[src/rtl/ppu_pkg.sv]
// Shared PPU definitions: palette geometry, clear value, FSM encoding and
// the palette mirror-canonicalisation rule.
package ppu_pkg;

  localparam int PAL_ENTRIES = 32;
  localparam int PAL_ENTRY_W = 8;
  localparam int PAL_ADDR_W  = 5;
  localparam logic [PAL_ENTRY_W-1:0] PAL_INIT_VALUE = 8'h0F;

  typedef enum logic {
    PAL_INIT = 1'b0,
    PAL_IDLE = 1'b1
  } pal_state_e;

  // $3F10/$3F14/$3F18/$3F1C are mirrors of $3F00/$3F04/$3F08/$3F0C.
  function automatic logic [PAL_ADDR_W-1:0] pal_canon(input logic [PAL_ADDR_W-1:0] addr);
    pal_canon = (addr[4] && (addr[1:0] == 2'b00)) ? {1'b0, addr[3:0]} : addr;
  endfunction

endpackage

[src/rtl/palette_mirror_map.sv]
// Maps a palette address to its canonical index and flags addresses that
// belong to a mirrored pair.
module palette_mirror_map
  import ppu_pkg::*;
(
  input  logic [PAL_ADDR_W-1:0] addr,
  output logic [PAL_ADDR_W-1:0] canon_idx,
  output logic                  alias_hit
);

  assign canon_idx = pal_canon(addr);
  assign alias_hit = (addr[1:0] == 2'b00);

endmodule

[src/rtl/ppu_palette_ram.sv]
// Palette RAM: live array written by the CPU, shadow copy refreshed on
// frame_sync and presented as background/sprite colour buses.
module ppu_palette_ram
  import ppu_pkg::*;
#(
  parameter logic [PAL_ENTRY_W-1:0] INIT_VALUE = PAL_INIT_VALUE
) (
  input  logic                   clk,
  input  logic                   rst,
  input  logic                   wr_en,
  input  logic [PAL_ADDR_W-1:0]  wr_addr,
  input  logic [PAL_ENTRY_W-1:0] wr_data,
  output logic                   wr_ack,
  input  logic                   rd_en,
  input  logic [PAL_ADDR_W-1:0]  rd_addr,
  output logic [PAL_ENTRY_W-1:0] rd_data,
  output logic                   rd_valid,
  input  logic                   frame_sync,
  output logic                   ready,
  output logic [127:0]           background_colors,
  output logic [127:0]           sprite_colors
);

  pal_state_e             state, state_next;
  logic [PAL_ADDR_W-1:0]  clr_cnt;
  logic [PAL_ENTRY_W-1:0] live   [PAL_ENTRIES];
  logic [PAL_ENTRY_W-1:0] shadow [PAL_ENTRIES];

  logic [PAL_ADDR_W-1:0]  w_canon, r_canon, r_idx;
  logic                   w_alias, r_alias;
  logic                   wr_acc, rd_acc;
  logic [PAL_ENTRY_W-1:0] wr_val;

  palette_mirror_map u_wr_map (.addr(wr_addr), .canon_idx(w_canon), .alias_hit(w_alias));
  palette_mirror_map u_rd_map (.addr(rd_addr), .canon_idx(r_canon), .alias_hit(r_alias));

  assign wr_acc = wr_en && ready && !rst;
  assign rd_acc = rd_en && ready && !rst;
  assign wr_val = {2'b00, wr_data[5:0]};
  assign r_idx  = r_alias ? r_canon : rd_addr;

  // NOTE: sequential state uses non-blocking assignments so every register
  // samples pre-edge values; this is what makes same-cycle read-before-write
  // and the pre-write shadow copy fall out naturally.
  always_ff @(posedge clk) begin
    if (rst) state <= PAL_INIT;
    else     state <= state_next;
  end

  // NOTE: defaults first so no path through the case leaves an output unassigned.
  always_comb begin
    state_next = state;
    ready      = 1'b0;
    case (state)
      PAL_INIT: if (clr_cnt == 5'd31) state_next = PAL_IDLE;
      PAL_IDLE: ready = 1'b1;
      default:  state_next = PAL_INIT;
    endcase
  end

  always_ff @(posedge clk) begin
    if (rst)                   clr_cnt <= '0;
    else if (state == PAL_INIT) clr_cnt <= clr_cnt + 5'd1;
  end

  // NOTE: the live array has no reset; the clear sequencer initialises it.
  always_ff @(posedge clk) begin
    if (!rst) begin
      if (state == PAL_INIT) begin
        live[clr_cnt] <= INIT_VALUE;
      end else if (wr_acc) begin
        live[w_canon] <= wr_val;
        if (w_alias) live[w_canon | 5'h10] <= wr_val;
      end
    end
  end

  // The shadow must come up valid on the buses, so unlike the live array it is reset.
  always_ff @(posedge clk) begin
    if (rst) begin
      for (int i = 0; i < PAL_ENTRIES; i++) shadow[i] <= INIT_VALUE;
    end else if (frame_sync && (state == PAL_IDLE)) begin
      shadow <= live;
    end
  end

  always_ff @(posedge clk) begin
    if (rst) begin
      wr_ack   <= 1'b0;
      rd_valid <= 1'b0;
      rd_data  <= '0;
    end else begin
      wr_ack   <= wr_acc;
      rd_valid <= rd_acc;
      if (rd_acc) rd_data <= live[r_idx];
    end
  end

  for (genvar i = 0; i < 16; i++) begin : g_bus
    assign background_colors[8*i +: 8] = shadow[i];
    assign sprite_colors[8*i +: 8]     = shadow[16+i];
  end

endmodule

[config.mk]
export PLATFORM = sky130hd
export DESIGN_NAME = ppu_palette_ram
export DESIGN_NICKNAME = d
export VERILOG_FILES = /design/src/rtl/ppu_pkg.sv /design/src/rtl/palette_mirror_map.sv /design/src/rtl/ppu_palette_ram.sv
export SDC_FILE = /design/constraint.sdc
export NUM_CORES = 1
export LEC_CHECK = 0
export BUFFER_PORTS_ARGS = -buffer_cell sky130_fd_sc_hd__buf_4
export CAP_MARGIN = 20
export CORE_MARGIN = 1
export CORE_UTILIZATION = 40
export CTS_CLUSTER_SIZE = 40
export DETAILED_ROUTE_END_ITERATION = 6
export GPL_TIMING_DRIVEN = 0
export SLEW_MARGIN = 25
export SYNTH_ARGS = -nofsm -noshare
export SYNTH_HDL_FRONTEND = slang
export SYNTH_SLANG_ARGS = --single-unit
[constraint.sdc]
create_clock -name clk -period 10.1 [get_ports clk]
set_input_delay 1.515 -clock clk [delete_from_list [all_inputs] [get_ports clk]]
set_output_delay 1.515 -clock clk [all_outputs]
set_load 0.01 [all_outputs]
After elaboration in Yosys (flattened, before gate mapping)
Index checks and enable logic that the tools add are counted.

storage, ports and cells
  register bits = 528
  output and inout port bits = 267
  word-level logic and storage cells = 121

cells by class
  add/subtract/negate cells = 1
  order comparisons = 7
  equal/unequal tests = 2
  muxes and demuxes = 20
  bitwise logic cells = 8
  reductions and logical operators = 14

operator list
  operator             number
  $mux 256             3
  $bwmux 256           2
  $and 128x128->128    1
  $not 128->128        1
  $or 128x128->128     1
  $demux 8 s5          3
  $bmux 8 s5           1
  $mux 8               5
  $ge 6x6->1 const B   4
  $not 5->6            4
  $lt 6x1->1 const B   3
  $mux 5               3
  $logic_and 1x1->1    10
  $add 5x1->5 const B  1
  $eq 5x5->1 const B   1
  $logic_not 2->1      2
  $mux 1               3
  $ne 2x1->1 const B   1
  $reduce_and 2->1     1
  $logic_not 1->1      1
  $not 1->1            1

Longest topological paths before layout
  depth after elaboration = 13
  depth in mapped cells = 8
  depth with buffers taken out = 6

Hierarchy
A second synthesis with hierarchy kept.

unflattened totals
  cells, all modules = 2365
  area total of the unflattened synthesis = 23423.7 µm²

by module, submodules not included
  module              times used  cells each  area each (µm²)  seq. area each (µm²)
  ppu_palette_ram     1           2353        23341.1          13132.6
  palette_mirror_map  2           6           41.3             0.0

Worst setup path after synthesis
Ideal clock, no wire load.

  kind = input-to-reg
  start = input wr_en
  end = register live[0] (netlist bit), enable pin
  arrival = 4544 ps
  data required time = 9620 ps
  path slack = 5075 ps
  stages = 5
  path buffers = 2
  cell sequence = inv_1 > a21o_1 > clkbuf_1 > clkbuf_1 > inv_1

on the way
  word-level cells in the longest chain between the ends = 4

ends and longest elaborated chain
  item                               line                   text
  start, declared                    ppu_palette_ram.sv:10  input logic wr_en,
  $logic_and 1x1->1 (2 in series)    ppu_palette_ram.sv:37  assign wr_acc = wr_en && ready && !rst;
  $ne 2x1->1 (no source line)        -
  $reduce_and 2->1 (no source line)  -
  end signal, assigned by index      ppu_palette_ram.sv:72  live[w_canon] <= wr_val;
  end signal, assigned by index      ppu_palette_ram.sv:73  if (w_alias) live[w_canon | 5'h10] <= wr_val;
  end, declared                      ppu_palette_ram.sv:26  logic [PAL_ENTRY_W-1:0] live [PAL_ENTRIES];

Every way passes these cells.
A chain may end at the register's enable or synchronous reset.

Worst setup path in the final report
  start = input wr_addr[1]
  end = register live[53] (netlist bit), data pin

on the way
  word-level cells in the longest chain between the ends = 13
  elaborated cells between the ends (all ways) = 20
  classes of those cells = order compare: 4; mux: 10; bitwise: 2; reduce/logical: 4

ends and longest elaborated chain
  item                                                            line                                     text
  start, declared                                                 ppu_palette_ram.sv:11                    input logic [PAL_ADDR_W-1:0] wr_addr,
  $logic_not 2->1                                                 ppu_pkg.sv:17, palette_mirror_map.sv:12
  $logic_and 1x1->1                                               ppu_pkg.sv:17                            pal_canon = (addr[4] && (addr[1:0] == 2'b00)) ? {1'b0, addr[3:0]} : addr;
  $mux 5                                                          ppu_pkg.sv:17
  $not 5->6 (not written as such)                                 ppu_palette_ram.sv:72
  $ge 6x6->1 (not written as such) or $lt 6x1->1 (tied branches)  ppu_palette_ram.sv:72
  $logic_and 1x1->1 (not written as such)                         ppu_palette_ram.sv:72
  $mux 8 (not written as such)                                    ppu_palette_ram.sv:72
  $demux 8 s5                                                     ppu_palette_ram.sv:72
  $bwmux 256                                                      ppu_palette_ram.sv:72
  $bwmux 256                                                      ppu_palette_ram.sv:73
  $mux 256 (*)                                                    ppu_palette_ram.sv:73
  $mux 256 (*)                                                    ppu_palette_ram.sv:71                    end else if (wr_acc) begin
  $mux 256 (*)                                                    ppu_palette_ram.sv:69                    if (state == PAL_INIT) begin

Every way passes the cells marked *; elsewhere a longest branch is shown, timed or not. The select of a mux whose other input is x is not followed.

==> results.txt <==
- The flow ran to the end, and the final reports show no timing, DRC or antenna violations.
- The first global-routing pass estimated 128800 um of wire.
- Summed over all nets, the half-perimeter wirelength after detailed placement is 67010 um.
- Relative slew slack: 21.39%
- Area taken by multi-input logic gates: 0.009323 mm2
* Average detailed-routed wire length per instance: 25.37 um
* Number of buffers added by the clock tree synthesis step: 57
- EDFF count, synth: 256
* R2R Path Start: state$_SDFF_PP0_
* Finish-stage setup viols: 0
* Max-cap violations: 0
- Overall die width: 243.1 um
- Each instance of the synthesized netlist takes up on average 9.744 um2.
* Non-filler cells in the finished layout: 3542
- Fraction of synthesized cell area taken by the top area cell type: 33.07%
- Max IR drop VDD: 0.1344 mV
- The count of buffers added on input and output ports is 280.
* Hold-fix buffers at CTS: 0
- Clock-pin slew was measured on the worst setup and hold paths at 60 ps.
- H-Tree Level Count: 2
- Synth-to-layout area growth: 22.17%
- Gates resized during post-CTS repair numbered 0.
- TritonCTS built the clock tree.
* CP arrival: 4260 ps
- Summed area of non-filler cells in the final layout: 0.02840 mm2
* GP Congestion: 0.9918
* R2R Path End: live[31]$_DFFE_PP_
- Overall routed net length: 89870 um
- The setup check on the worst reg-to-reg path leaves a slack of 6680 ps.
* Die area: 0.05909 mm2
* Post-CTS Setup Bufs: 0
- Critical Path End Type: flop
- The tree built by TritonCTS fans out to 528 sinks.
- Achievable frequency: 257.3 MHz
- STA classifies the critical path startpoint as an input port.
* Critical path class: input port to flop
- Aggregate global-route resource usage: 29.63%
- Initial core utilization: 40.37%
* Hold EP: sprite_colors[36]$_SDFFE_PP0P_
- Core region area: 0.05759 mm2
- Worst path required time: 10470 ps
* Pre-Repair DR Iteration Count: 6
- Between clock sinks in the finished design, the worst skew comes to 22.39 ps.
- For the worst-skew pair, the clock arrives at the later sink with an insertion delay of 640 ps.
- The routed layout has 20303 vias.
- Setup repair after global routing left no endpoint under its margin.
- Hold Vio Cnt, Final: 0
* Final slew viol count: 0
* Proportion of power drawn by combinational gates: 6.1%
* Path depth of the worst reg2reg path: 7
* Max stage delay on crit path: 770 ps
- In the final timing run, aggregate negative setup slack is 0 ps.
* Clock period minus worst slack: 3886 ps
- In the routed layout, each cell is associated on average with a via count of 5.732.
- By area the synthesized netlist is led by edfxtp_1 33%, dfxtp_1 23%, nand2_1 11%.
* Proportion of layout cells with a drive suffix above 1: 16.46%
- The analysis attributes to net switching a power of 1181 uW.
- Fill cells in the final layout number 5411.
* Sw Ratio: 23.91%
* Initial DRC count: 2436
- In the synthesized netlist the dominant register cell turns out to be dfxtp_1.
* Number of distinct library cell variants in the gate-level netlist after synthesis: 52
- Together, buffers and inverters on the worst path number 2.
* Ordered list of cells on the worst path: buf_4 > buf_2 > nor2b_1 > nand3_1 > nor2_1 > a31oi_1 > a22o_1
- Area taken by flip-flops and latches: 0.01313 mm2
- The net count of the finished layout is 2755.
- For this design, the slowest cell found on the critical path is nor2_1.
* Final worst-path cycle share: 38.48%
- edfxtp_1 takes more of the synthesized area than any other cell.
* Largest net degree at the start of global routing: 95
* Total power per unit cell area: 173.9 mW/mm2
- The clock passes through at most 3 buffers.
- Instance count after placement with tap cells included: 3432
* Highest fanout seen on the critical path: 10
* Internal portion of total power: 3759 uW
- Post-Route Hold Slack: 457.5 ps
- In the routed design, unresolved DRC markers number 0.
- For this design the static power due to leakage is 0.01117 uW.
- Power share of the sequential group: 48.6%
- The number of antenna violations at the first check in global routing came to 4.
- Vias in the first global route: 19053
- Mapped Area: 0.02325 mm2
- Number of I/O pins: 290
- At the pin with the least slew margin, the transition time is 1179 ps.
- Number of nets with antenna violations after routing: 0
* Clk Tree Root Cell: clkbuf_16
- HP Start: sprite_colors[36]$_SDFFE_PP0P_
- Row count: 88
- Counting instances, the worst hold path has a depth of 2.
- The tightest min-delay check is of the flop to flop type.
- The share of total power dissipated in the clock network is 45.3%.
- Synthesis produced 2386 cells.
* Remaining global-route overflow: 0
* Sequential fraction of the synthesis area: 56.49%
* Synthesis-stage register bit count: 528
- After synthesis, the share of flip-flops with an asynchronous set or reset is 0%.
- For this run, the number of Yosys warnings is 0.
- Vert. Die Dim: 243.1 um
- Post-Syn Nets: 2414
- After detailed placement, the total cell area comes to 0.02636 mm2.
* Core occupancy in the finished layout: 49.32%
* Kind of cell adding the most delay to the critical path: simple AND/OR/NAND/NOR gates
==> worst max-delay path by stage <==
stage	slack, ps	depth (start not counted)	end	from
2_1_floorplan	5080	5	live[0]$_DFFE_PP_	wr_en
3_3_place_gp	3460	6	live[36]$_DFFE_PP_	wr_en
3_5_place_dp	5820	7	live[53]$_DFFE_PP_	wr_addr[1]
4_1_cts	6460	7	live[53]$_DFFE_PP_	wr_addr[1]
5_1_grt	6260	7	live[53]$_DFFE_PP_	wr_addr[1]
6_report	6210	7	live[53]$_DFFE_PP_	wr_addr[1]
==> cells in the mapped netlist (3+ instances only) <==
cell type and count:
o211ai_1 3, dfxtp_1 272, buf_1 18, and2_1 39, clkbuf_1 141, nand4_1 3
nor3_1 6, nand3_1 61, mux4_2 20, o32ai_1 4, a31oi_1 20, mux2_2 8
nand2b_1 10, buf_6 3, nand2_1 665, and3_1 17, nor2b_1 20, o31ai_1 6
inv_1 10, ha_1 5, a22o_1 29, nor3_2 4, buf_2 19, a21o_1 3
o22ai_1 85, o21ai_1 3, nor3b_1 26, edfxtp_1 256, buf_4 6, mux2i_1 108
a211o_1 4, nand3b_1 129, o21ai_0 38, a22oi_1 29, a21oi_1 177, a221o_1 6
nor2_1 111
==> logic make-up (layout without fill, tap and decap cells) <==
family | Yosys count | in the layout | synth area share [%]
other | 0 | 1 | 0
muxes | 137 | 137 | 7.023
adders and majority gates | 5 | 5 | 0.2691
xor gates and xnor gates | 3 | 3 | 0.1130
AOI/OAI and AO/OA | 410 | 410 | 10.61
buffers and inverters | 197 | 587 | 3.477
DFF | 528 | 528 | 56.49
and+or+nand+nor | 1106 | 1106 | 22.02
==> power by group through the flow <==
stage / combinational [uW] / sequential, uW / clock (uW)
after floorplan: 192 / 2400 / 0
after global placement: 284 / 2440 / 0
after detailed placement: 290 / 2440 / 0
after CTS: 293 / 2400 / 2250
after global routing: 317 / 2400 / 2340
final: 302 / 2400 / 2240
==> layout make-up <==
cell class | count | share of cell area (%)
Timing Repair Buffer | 282 | 7.524
Antenna cell | 1 | 0.008810
Multi-Input combinational cell | 1661 | 32.82
Inverter | 10 | 0.1586
Buffer | 187 | 2.740
Tap cell | 765 | 3.370
Sequential cell | 528 | 46.24
Clock buffer | 86 | 6.436
Clock inverter | 22 | 0.7048
==> worst reg2reg max path, stage by stage, from the launching register on <==
cell and delay [ps]:
dfxtp_1 430, clkbuf_1 380, buf_2 290, a21o_1 130, clkbuf_1 540, clkbuf_1 650
inv_8 240, buf_16 340
==> routing by layer <==
| layer | track usage [%] | wire [um] |
|---|---|---|
| met5 | 0.8170 | 94 |
| met4 | 13.85 | 4156 |
| met3 | 5.650 | 8533 |
| met2 | 45.70 | 40140 |
| met1 | 40.02 | 36940 |
==> cell usage in the layout (no fill, tap or decap), types with 4 or more instances in the layout <==
cell type and count:
nand3b_1 129, mux2i_1 108, nor3_1 6, nand2b_1 10
nor2b_1 20, o31ai_1 6, inv_1 9, clkbuf_2 6
buf_2 19, buf_4 287, edfxtp_1 256, buf_1 18
mux2_2 8, mux4_2 20, a221o_1 6, clkbuf_8 14
a31oi_1 20, a211o_1 4, nor3_2 4, a22o_1 29
clkbuf_1 142, and3_1 17, nor3b_1 26, a21oi_2 4
ha_1 5, nor2_1 111, o32ai_1 4, a22oi_1 29
nand3_1 61, clkinv_2 10, o21ai_0 38, and2_1 39
a21oi_1 173, clkbuf_16 64, o22ai_1 85, nand2_1 665
dfxtp_1 272
==> metrics by stage <==
stage | power [uW] | worst slack [ps]
2_1_floorplan | 2594 | 5075
3_3_place_gp | 2728 | 3455
3_5_place_dp | 2732 | 5823
4_1_cts | 4942 | 6461
5_1_grt | 5055 | 6259
6_report | 4941 | 6214
==> sequential cells by signal, summed over array words and instances (netlist names) <==
register,count
live,256
rd_data,8
clr_cnt,5
state,1
rd_valid,1
wr_ack,1
background_colors,128
sprite_colors,128
No activity file was read; power rests on OpenSTA's default activity.
